--- src/rtl/imem_loader_if.sv ---
// Memory write port bundle: one store per cycle with enable, byte address,
// data and RISC-V store width. The master drives, the slave observes.
interface imem_loader_if;
  logic        wen;
  logic [31:0] wa;
  logic [31:0] wd;
  logic [2:0]  funct3;

  modport master (output wen, output wa, output wd, output funct3);
  modport slave  (input  wen, input  wa, input  wd, input  funct3);
endinterface

--- src/rtl/imem_loader.sv ---
// Program upload sequencer: when the UART image buffer fills, hold the CPU in
// reset, stream every FIFO byte into memory as little-endian 32-bit words
// starting at BASE_ADDR, acknowledge the UART, then let the CPU run.
// Outside a load the CPU owns the memory write port.
//
// Handshake: fifo_full is a level meaning "an image is waiting". fifo_full_ack
// is a single-cycle pulse meaning "image consumed"; the UART drops fifo_full
// afterwards, and the loader does not return to IDLE until it has seen the
// level low, so one image is never loaded twice.
module imem_loader #(
  parameter int          DEPTH     = 512,
  parameter int          ADDR_W    = $clog2(DEPTH),
  parameter logic [31:0] BASE_ADDR = 32'h0
) (
  input  logic              clk,
  input  logic              reset_n,
  input  logic              fifo_full,
  output logic              fifo_full_ack,
  output logic              fifo_addr_sel,
  output logic [ADDR_W-1:0] fifo_addr,
  input  logic [7:0]        fifo_rd,
  imem_loader_if.slave      cpu_mem,
  imem_loader_if.master     mem,
  output logic              cpu_reset_n,
  output logic              busy,
  output logic              load_done,
  output logic [2:0]        dbg_state
);

  localparam int                WORD_W    = ADDR_W - 2;
  localparam logic [ADDR_W-1:0] LAST_ADDR = ADDR_W'(DEPTH - 1);
  localparam logic [WORD_W-1:0] LAST_WORD = WORD_W'(DEPTH / 4 - 1);

  typedef enum logic [2:0] {
    IDLE    = 3'd0,
    LOAD    = 3'd1,
    DRAIN   = 3'd2,
    ACK     = 3'd3,
    RELEASE = 3'd4
  } state_e;

  state_e            state;
  state_e            state_next;
  logic              rd_valid;   // fifo_rd carries the byte addressed last cycle
  logic [1:0]        byte_lane;  // lane of the byte currently on fifo_rd
  logic [WORD_W-1:0] word_cnt;   // index of the word being assembled
  logic [23:0]       shreg;      // lower three bytes of the word in progress
  logic              ld_wr;

  // State register; reset aborts any load in progress.
  always_ff @(posedge clk or negedge reset_n) begin
    if (!reset_n) state <= IDLE;
    else          state <= state_next;
  end

  // Next-state logic.
  always_comb begin
    state_next = state;
    case (state)
      IDLE:    if (fifo_full) state_next = LOAD;
      LOAD:    if (fifo_addr == LAST_ADDR) state_next = DRAIN;
      DRAIN:   state_next = ACK;
      ACK:     state_next = RELEASE;
      RELEASE: if (!fifo_full) state_next = IDLE;
      default: state_next = IDLE;
    endcase
  end

  // Address counter, byte capture and word counter; all restart from 0 in IDLE.
  always_ff @(posedge clk or negedge reset_n) begin
    if (!reset_n) begin
      fifo_addr <= '0;
      rd_valid  <= 1'b0;
      byte_lane <= 2'd0;
      word_cnt  <= '0;
      shreg     <= 24'h0;
      load_done <= 1'b0;
    end else begin
      rd_valid  <= (state == LOAD);
      load_done <= (state == RELEASE) && !fifo_full;
      if (state == IDLE) begin
        fifo_addr <= '0;
        byte_lane <= 2'd0;
        word_cnt  <= '0;
      end else begin
        // Hold on the last address rather than wrapping inside a load.
        if (state == LOAD && fifo_addr != LAST_ADDR)
          fifo_addr <= fifo_addr + 1'b1;
        if (rd_valid) begin
          byte_lane <= byte_lane + 2'd1;
          case (byte_lane)
            2'd0:    shreg[7:0]   <= fifo_rd;
            2'd1:    shreg[15:8]  <= fifo_rd;
            2'd2:    shreg[23:16] <= fifo_rd;
            default: ;
          endcase
          if (byte_lane == 2'd3 && word_cnt != LAST_WORD)
            word_cnt <= word_cnt + 1'b1;
        end
      end
    end
  end

  // Status outputs and memory write port arbitration.
  always_comb begin
    busy          = (state != IDLE);
    fifo_addr_sel = (state == LOAD) || (state == DRAIN);
    fifo_full_ack = (state == ACK);
    cpu_reset_n   = reset_n & (state == IDLE);
    dbg_state     = state;
    // The fourth byte of a word goes straight from fifo_rd to memory.
    ld_wr         = rd_valid && (byte_lane == 2'd3);
    mem.wen       = 1'b0;
    mem.wa        = 32'h0;
    mem.wd        = 32'h0;
    mem.funct3    = 3'b000;
    if (state == IDLE) begin
      mem.wen    = cpu_mem.wen & reset_n;
      mem.wa     = cpu_mem.wa;
      mem.wd     = cpu_mem.wd;
      mem.funct3 = cpu_mem.funct3;
    end else begin
      mem.wen    = ld_wr & reset_n;
      mem.wa     = BASE_ADDR + {{(32 - ADDR_W){1'b0}}, word_cnt, 2'b00};
      mem.wd     = {fifo_rd, shreg};
      mem.funct3 = 3'b010;
    end
  end

endmodule

--- src/flat_wrapper.sv ---
// flat-port wrapper written by rule: the top's interface ports become plain ports
module imem_loader_flat 
#(
  parameter int          DEPTH     = 512,
  parameter int          ADDR_W    = $clog2(DEPTH),
  parameter logic [31:0] BASE_ADDR = 32'h0
)
  (clk, reset_n, fifo_full, fifo_full_ack, fifo_addr_sel, fifo_addr, fifo_rd, cpu_reset_n, busy, load_done, dbg_state, cpu_mem_wen, cpu_mem_wa, cpu_mem_wd, cpu_mem_funct3, mem_wen, mem_wa, mem_wd, mem_funct3);
  imem_loader_if cpu_mem_i ();
  imem_loader_if mem_i ();
  input  logic clk;
  input  logic reset_n;
  input  logic fifo_full;
  output logic fifo_full_ack;
  output logic fifo_addr_sel;
  output logic [ADDR_W-1:0] fifo_addr;
  input  logic [7:0] fifo_rd;
  output logic cpu_reset_n;
  output logic busy;
  output logic load_done;
  output logic [2:0] dbg_state;
  input wire logic [$bits(cpu_mem_i.wen)-1:0] cpu_mem_wen;
  input wire logic [$bits(cpu_mem_i.wa)-1:0] cpu_mem_wa;
  input wire logic [$bits(cpu_mem_i.wd)-1:0] cpu_mem_wd;
  input wire logic [$bits(cpu_mem_i.funct3)-1:0] cpu_mem_funct3;
  output wire logic [$bits(mem_i.wen)-1:0] mem_wen;
  output wire logic [$bits(mem_i.wa)-1:0] mem_wa;
  output wire logic [$bits(mem_i.wd)-1:0] mem_wd;
  output wire logic [$bits(mem_i.funct3)-1:0] mem_funct3;
  assign cpu_mem_i.wen = cpu_mem_wen;
  assign cpu_mem_i.wa = cpu_mem_wa;
  assign cpu_mem_i.wd = cpu_mem_wd;
  assign cpu_mem_i.funct3 = cpu_mem_funct3;
  assign mem_wen = mem_i.wen;
  assign mem_wa = mem_i.wa;
  assign mem_wd = mem_i.wd;
  assign mem_funct3 = mem_i.funct3;
  imem_loader #(.DEPTH(DEPTH), .ADDR_W(ADDR_W), .BASE_ADDR(BASE_ADDR)) u_core (.clk(clk), .reset_n(reset_n), .fifo_full(fifo_full), .fifo_full_ack(fifo_full_ack), .fifo_addr_sel(fifo_addr_sel), .fifo_addr(fifo_addr), .fifo_rd(fifo_rd), .cpu_mem(cpu_mem_i), .mem(mem_i), .cpu_reset_n(cpu_reset_n), .busy(busy), .load_done(load_done), .dbg_state(dbg_state));
endmodule
--- config.mk ---
export PLATFORM = sky130hd
export DESIGN_NAME = imem_loader_flat
export DESIGN_NICKNAME = d
export VERILOG_FILES = /design/src/rtl/imem_loader_if.sv /design/src/rtl/imem_loader.sv /design/src/flat_wrapper.sv
export SDC_FILE = /design/constraint.sdc
export NUM_CORES = 1
export LEC_CHECK = 0
export CAP_MARGIN = 20
export CORE_MARGIN = 1.5
export CORE_UTILIZATION = 35
export DETAILED_ROUTE_END_ITERATION = 8
export HOLD_SLACK_MARGIN = 0.12
export PLACE_DENSITY = 0.73
export SYNTH_ARGS = -nofsm -noshare
export SYNTH_HDL_FRONTEND = slang
export SYNTH_SLANG_ARGS = --single-unit
--- constraint.sdc ---
create_clock -name clk -period 2.2 [get_ports clk]
set_input_delay 0.44 -clock clk [delete_from_list [all_inputs] [get_ports clk]]
set_output_delay 0.44 -clock clk [all_outputs]
set_load 0.01 [all_outputs]
# Word level (Yosys, flattened, before mapping)
# Cells that the tools add are included.
dict set report op_classes {
  addsub 3
  n_eq_ne 13
  mux 15
  n_bitwise 4
  n_reduce_logical 17
}
# operator n
set ops {}
lappend ops {{$mux W32} 2}
lappend ops {{$mux W7} 3}
lappend ops {{$mux W9} 2}
lappend ops {{$pmux W3 S5} 1}
lappend ops {{$mux W3} 4}
lappend ops {{$reduce_and A3 Y1} 4}
lappend ops {{$add A9 B1 Y9 const B} 1}
lappend ops {{$eq A9 B9 Y1 const B} 1}
lappend ops {{$ne A9 B9 Y1 const B} 1}
lappend ops {{$add A7 B1 Y7 const B} 1}
lappend ops {{$ne A7 B7 Y1 const B} 1}
lappend ops {{$eq A3 B2 Y1 const B} 2}
lappend ops {{$reduce_bool A2 Y1} 3}
lappend ops {{$eq A2 B2 Y1 const B} 2}
lappend ops {{$logic_and A1 B1 Y1} 4}
lappend ops {{$mux W2} 2}
lappend ops {{$ne A2 B2 Y1 const B} 2}
lappend ops {{$and A1 B1 Y1} 3}
lappend ops {{$eq A3 B1 Y1 const B} 1}
lappend ops {{$eq A3 B3 Y1 const B} 1}
lappend ops {{$logic_not A3 Y1} 1}
lappend ops {{$reduce_bool A3 Y1} 1}
lappend ops {{$add A2 B1 Y2 const B} 1}
lappend ops {{$eq A2 B1 Y1 const B} 1}
lappend ops {{other kinds (7)} 7}
dict set report totals {
  ff_bits 47
  in_bits 79
  out_inout_bits 85
  word_cells 61
}

# Longest topological paths before layout
dict set report logic_depth {
  ltp_word 5
  ltp_mapped 8
  ltp_nobuf 8
}

# Least setup slack after synthesis
# No wires, ideal clock.
dict set report synth_path {
  path_kind {reg2reg}
  from {register u_core.fifo_addr[0]}
  to {register u_core.fifo_addr[3]}
  setup_ns 0.078
  arrival_time_ns 1.981
  required_ns 2.122
  path_slack_ns 0.141
  stages_incl_launch_ff 8
  path_buffers 0
  synth_period_minus_slack_ns 2.059
  cell_sequence {dfrtp_1 ha_1 nand3_1 nor2_1 ha_1 or4b_4 or3_1 a21oi_1}
}
dict set report synth_via {
  elab_chain_cells 3
}
# item line
set synth_lines {}
lappend synth_lines {{start: declaration} imem_loader.sv:20} ;# output logic [ADDR_W-1:0] fifo_addr,
lappend synth_lines {{start signal: assignment} imem_loader.sv:88} ;# fifo_addr <= fifo_addr + 1'b1;
lappend synth_lines {{$add A9 B1 Y9 or $ne A9 B9 Y1 (tied branches)} {imem_loader.sv:88, imem_loader.sv:87}}
lappend synth_lines {{$mux W9 or $logic_and A1 B1 Y1 (tied branches)} imem_loader.sv:87} ;# if (state == LOAD && fifo_addr != LAST_ADDR)
lappend synth_lines {{$mux W9 or $reduce_bool A2 Y1 (tied branches)} --}
# Several ways; a longest one is shown, not always the timed one. The select of a mux whose other input is x is not followed.
# A chain may end at the register's enable or synchronous reset.

# Worst setup path after layout
dict set report layout_path {
  from {register u_core.state[0], in the netlist u_core.dbg_state[0]}
  to {output port mem_wd[14]}
}
dict set report layout_via {
  elab_chain_cells 2
}
# item line
set layout_lines {}
lappend layout_lines {{start: declaration} imem_loader.sv:42} ;# state_e state;
lappend layout_lines {{start signal: assignment} imem_loader.sv:53} ;# else state <= state_next;
lappend layout_lines {{$logic_not A3 Y1} imem_loader.sv:117} ;# if (state == IDLE) begin
lappend layout_lines {{$mux W32} imem_loader.sv:117}
lappend layout_lines {{end: declaration} flat_wrapper.sv:28} ;# output wire logic [$bits(mem_i.wd)-1:0] mem_wd;
# No other way between the ends.

==> out/summary.md <==
### Run status
- finished clean — result of the run

### Clocking
- 0.30 ns — source-to-sink clock delay at the later pin of the worst-skew pair
- 5 — number of clock buffers inserted by TritonCTS
- 47 — CTS sink count
- done — clock tree from TritonCTS
- 2 — Clock H-tree levels
- 2 — clock buffer depth
- 0.09 ns — clock transition at the registers of the reported paths
- sky130_fd_sc_hd__clkbuf_8 — Root Driver

### Critical path
- 1.76 ns — required time of the worst setup path
- flip-flop — CP Launch Type
- u_core.fifo_addr[1] — start of the worst register-to-register path
- u_core.fifo_addr[7] — end of the worst register-to-register path
- 0.09 ns — worst-case register-to-register setup slack
- primary output — capturing element type of the critical path
- nor3_4 > inv_2 > buf_12 > nand2_1 > nand2_1 > dlygate4sd2_1 — Cell Chain, Critical Path
- sky130_fd_sc_hd__dfrtp_1 — Slowest-stage cell, CP
- 20 — maximum fanout along the worst path
- flip-flop to primary output — startpoint-to-endpoint class of the critical path
- 0.41 ns — stage delay of the slowest cell on the critical path
- 3 — WP buf/inv
- sky130_fd_sc_hd__nand2_1 — most frequent cell on the critical path
- 8 — worst reg-to-reg path cell count
- buffers and inverters — cell family with most CP delay
- 1.72 ns — Crit path arrival time

### Route
- 4.64 — Vias per Instance
- 0 — number of routed nets with antenna violations
- 13.0 um — DR WL/cell
- 77 — Starting DRT DRC Count
- 4 — detailed-routing iteration count for the pre-antenna-repair pass
- 0 — total DRC errors in the routed layout
- 7920 um — aggregate routed wire length
- 2832 — routed vias

### Die
- 91.6 um — vertical die dimension
- 164 — number of top-level pins
- 7650 um2 — floorplan core area
- 8390 um2 — Die Footprint
- 35.9% — effective utilization at floorplan
- 91.6 um — horizontal extent of the die
- 32 — floorplan row count

### Placed design
- 0.842 — Placer Congestion
- 163 — IO buf count
- 5780 um — placed wire-length estimate after detailed placement

### STA
- 0 — Final Hold Vio Count
- 62.4% — Slew headroom
- 0 ns — Post-Route Setup TNS
- 462 MHz — Max Clk Rate
- 0 — Max Transition Viols Final
- 2.16 ns — Final Critical Period
- 98.4% — share of the cycle needed by the critical path after routing
- 0.564 ns — actual slew at the worst max-slew pin
- yes — RSZ-0062 raised after global routing
- 0 — Final Setup Violations
- 0.0113 ns — setup clock skew after layout

### Pwr
- 4.04 mW — Overall Power
- 846 nW/um2 — Pwr Density
- 2.50 nW — P_leak
- 598 uV — worst vdd rail ir drop

### Logic synthesis
- 42.8% — Seq/Total Area, Yosys
- 0 — count of synthesis-stage warnings from yosys
- 37 — number of library cell types mapped by synthesis
- 47 — number of synthesized register bits
- 8.36 um2 — mean area per synthesized cell
- 100% — fraction of registers with async set or reset after synthesis
- 0 — Post-synth EDFFs
- 415 — synthesized net count
- 329 — Gate Count Post-Synth
- sky130_fd_sc_hd__dfrtp_1 — main flop type after synthesis
- 2750 um2 — post-synthesis instance area

### Min path
- u_core.shreg[16] — hold-critical path endpoint
- u_core.shreg[16] — start point of the worst min-delay path
- flip-flop to flip-flop — path category of the worst min-delay check
- 1 — Min-Delay Path Depth

### GRT
- 0 — total overflow reported by the global router
- 18.4% — gr usage total
- 45 — pin count of the biggest net entering global routing
- 0 — antenna violations before repair
- 2691 — via count of the first global-routing pass
- 12600 um — wire length of the first global-routing pass

### Finish
- 73.9% — Layout Area Growth over Synthesis
- 0 — count of inserted antenna diode cells
- 18.7% — proportion of layout cells with a drive suffix above 1
- 594 — fin nets
- 692 — filler instances

### Run
- 0 — maxcap violations

==> worst max path at each step <==
stage	cells past startpoint	slack, ns	endpoint	from
4_1_cts	6	-0.20	mem_wd[21]	u_core.dbg_state[2]
5_1_grt	6	-0.08	mem_wd[14]	u_core.dbg_state[0]
3_5_place_dp	5	0.01	mem_wd[5]	u_core.dbg_state[0]
6_report	6	0.04	mem_wd[14]	u_core.dbg_state[0]
3_3_place_gp	5	0.05	mem_wd[5]	u_core.dbg_state[0]
2_1_floorplan	7	0.14	u_core.fifo_addr[3]	u_core.fifo_addr[0]
==> report_power, final <==
part / switching (mW) / internal [mW] / total (mW) / leakage (nW)
clock: 0.288 / 0.453 / 0.741 / 0.0644
combinational: 0.802 / 1.04 / 1.84 / 1.87
sequential: 0.250 / 1.21 / 1.46 / 0.565
total: 1.34 / 2.70 / 4.04 / 2.50
==> through the flow <==
step / hold slack [ns] / util [%] / cell area (um2) / setup slack, ns / instances
global placement: 0.255 / 59.6 / 4560 / 0.0534 / 592
finish: 0.514 / 62.5 / 4780 / 0.0356 / 611
detailed placement: 0.263 / 59.6 / 4560 / 0.0104 / 592
floorplan: 0.144 / - / 2750 / 0.141 / 329
global route: 0.525 / 62.5 / 4780 / -0.0757 / 611
CTS: 0.515 / 61.1 / 4670 / -0.204 / 606
==> cells in the mapped netlist, drive strengths merged, types with 3 or more instances <==
cell,count,area [um2]
nand3,8,50.1
buf,16,81.3
xor2,3,26.3
nand4,4,25.0
nor2,16,60.1
a21oi,5,25.0
nand2,127,477
mux2,24,270
dfrtp,47,1180
xnor2,3,26.3
inv,4,15.0
o21ai,7,38.8
ha,7,87.6
clkbuf,3,11.3
and2,29,181
nor3,5,25.0
nand2b,3,18.8
==> timing repair <==
action,CTS,global route
cloned,0,2
pin swaps,1,1
endpoints found under the hold margin,3,0
buffers inserted,5,3
endpoints found under the setup margin,69,60
resized for setup,115,45
hold buffers,1,0
==> routing by layer <==
layer | vias to the layer above | wire length [um] | GRT usage [%]
met5 | - | 0 | 0
met4 | 0 | 97 | 4.04
met3 | 11 | 386 | 4.23
met2 | 69 | 4070 | 33.0
met1 | 1326 | 3370 | 22.5
li1 | 1426 | - | -
==> cells by family after synthesis <==
| family | share of synthesized area, % |
|---|---|
| AND/OR/NAND/NOR | 33.4 |
| AO/OA/AOI/OAI | 4.64 |
| adder cells (fa/ha/maj) | 3.19 |
| buffers and inverters | 3.91 |
| multiplexers | 10.2 |
| XOR/XNOR | 1.91 |
| flip-flops | 42.8 |
==> registers in the layout (all words and copies together), names as in the netlist <==
signal / flops
u_core.shreg: 24
u_core.dbg_state: 3
u_core.fifo_addr: 9
u_core.word_cnt: 7
u_core.load_done: 1
u_core.byte_lane: 2
u_core.rd_valid: 1
==> final cells by class <==
type / instances / area (um2) / area share [%]
timing repair buffer: 191 / 1840 / 38.5
multi-input combinational: 259 / 1480 / 31.0
clock buffer: 5 / 68.8 / 1.44
inverter: 4 / 15.0 / 0.314
clock inverter: 3 / 67.6 / 1.41
tap: 102 / 128 / 2.67
sequential: 47 / 1180 / 24.6
==> cells in the final DEF, fill, tap and decap left out, types with 2 or more instances in the layout <==
master	instances
sky130_fd_sc_hd__nand3_1	6
sky130_fd_sc_hd__or4_1	2
sky130_fd_sc_hd__dfrtp_1	47
sky130_fd_sc_hd__nand2_1	127
sky130_fd_sc_hd__dlygate4sd2_1	22
sky130_fd_sc_hd__dlymetal6s2s_1	23
sky130_fd_sc_hd__buf_2	22
sky130_fd_sc_hd__xor2_1	3
sky130_fd_sc_hd__nand2b_1	3
sky130_fd_sc_hd__nand3_2	2
sky130_fd_sc_hd__a22o_1	2
sky130_fd_sc_hd__o21ai_0	6
sky130_fd_sc_hd__buf_6	3
sky130_fd_sc_hd__nand4_1	4
sky130_fd_sc_hd__xnor2_1	3
sky130_fd_sc_hd__o31ai_1	2
sky130_fd_sc_hd__ha_1	6
sky130_fd_sc_hd__buf_12	4
sky130_fd_sc_hd__a21oi_1	5
sky130_fd_sc_hd__clkbuf_8	5
sky130_fd_sc_hd__buf_4	18
sky130_fd_sc_hd__nor3_1	3
sky130_fd_sc_hd__bufinv_16	2
sky130_fd_sc_hd__clkdlybuf4s50_1	91
sky130_fd_sc_hd__nor2_1	16
sky130_fd_sc_hd__mux2_2	24
sky130_fd_sc_hd__inv_1	3
sky130_fd_sc_hd__and2_1	29
sky130_fd_sc_hd__clkbuf_2	4
sky130_fd_sc_hd__clkbuf_16	2
No activity file was read; power rests on OpenSTA's default activity.
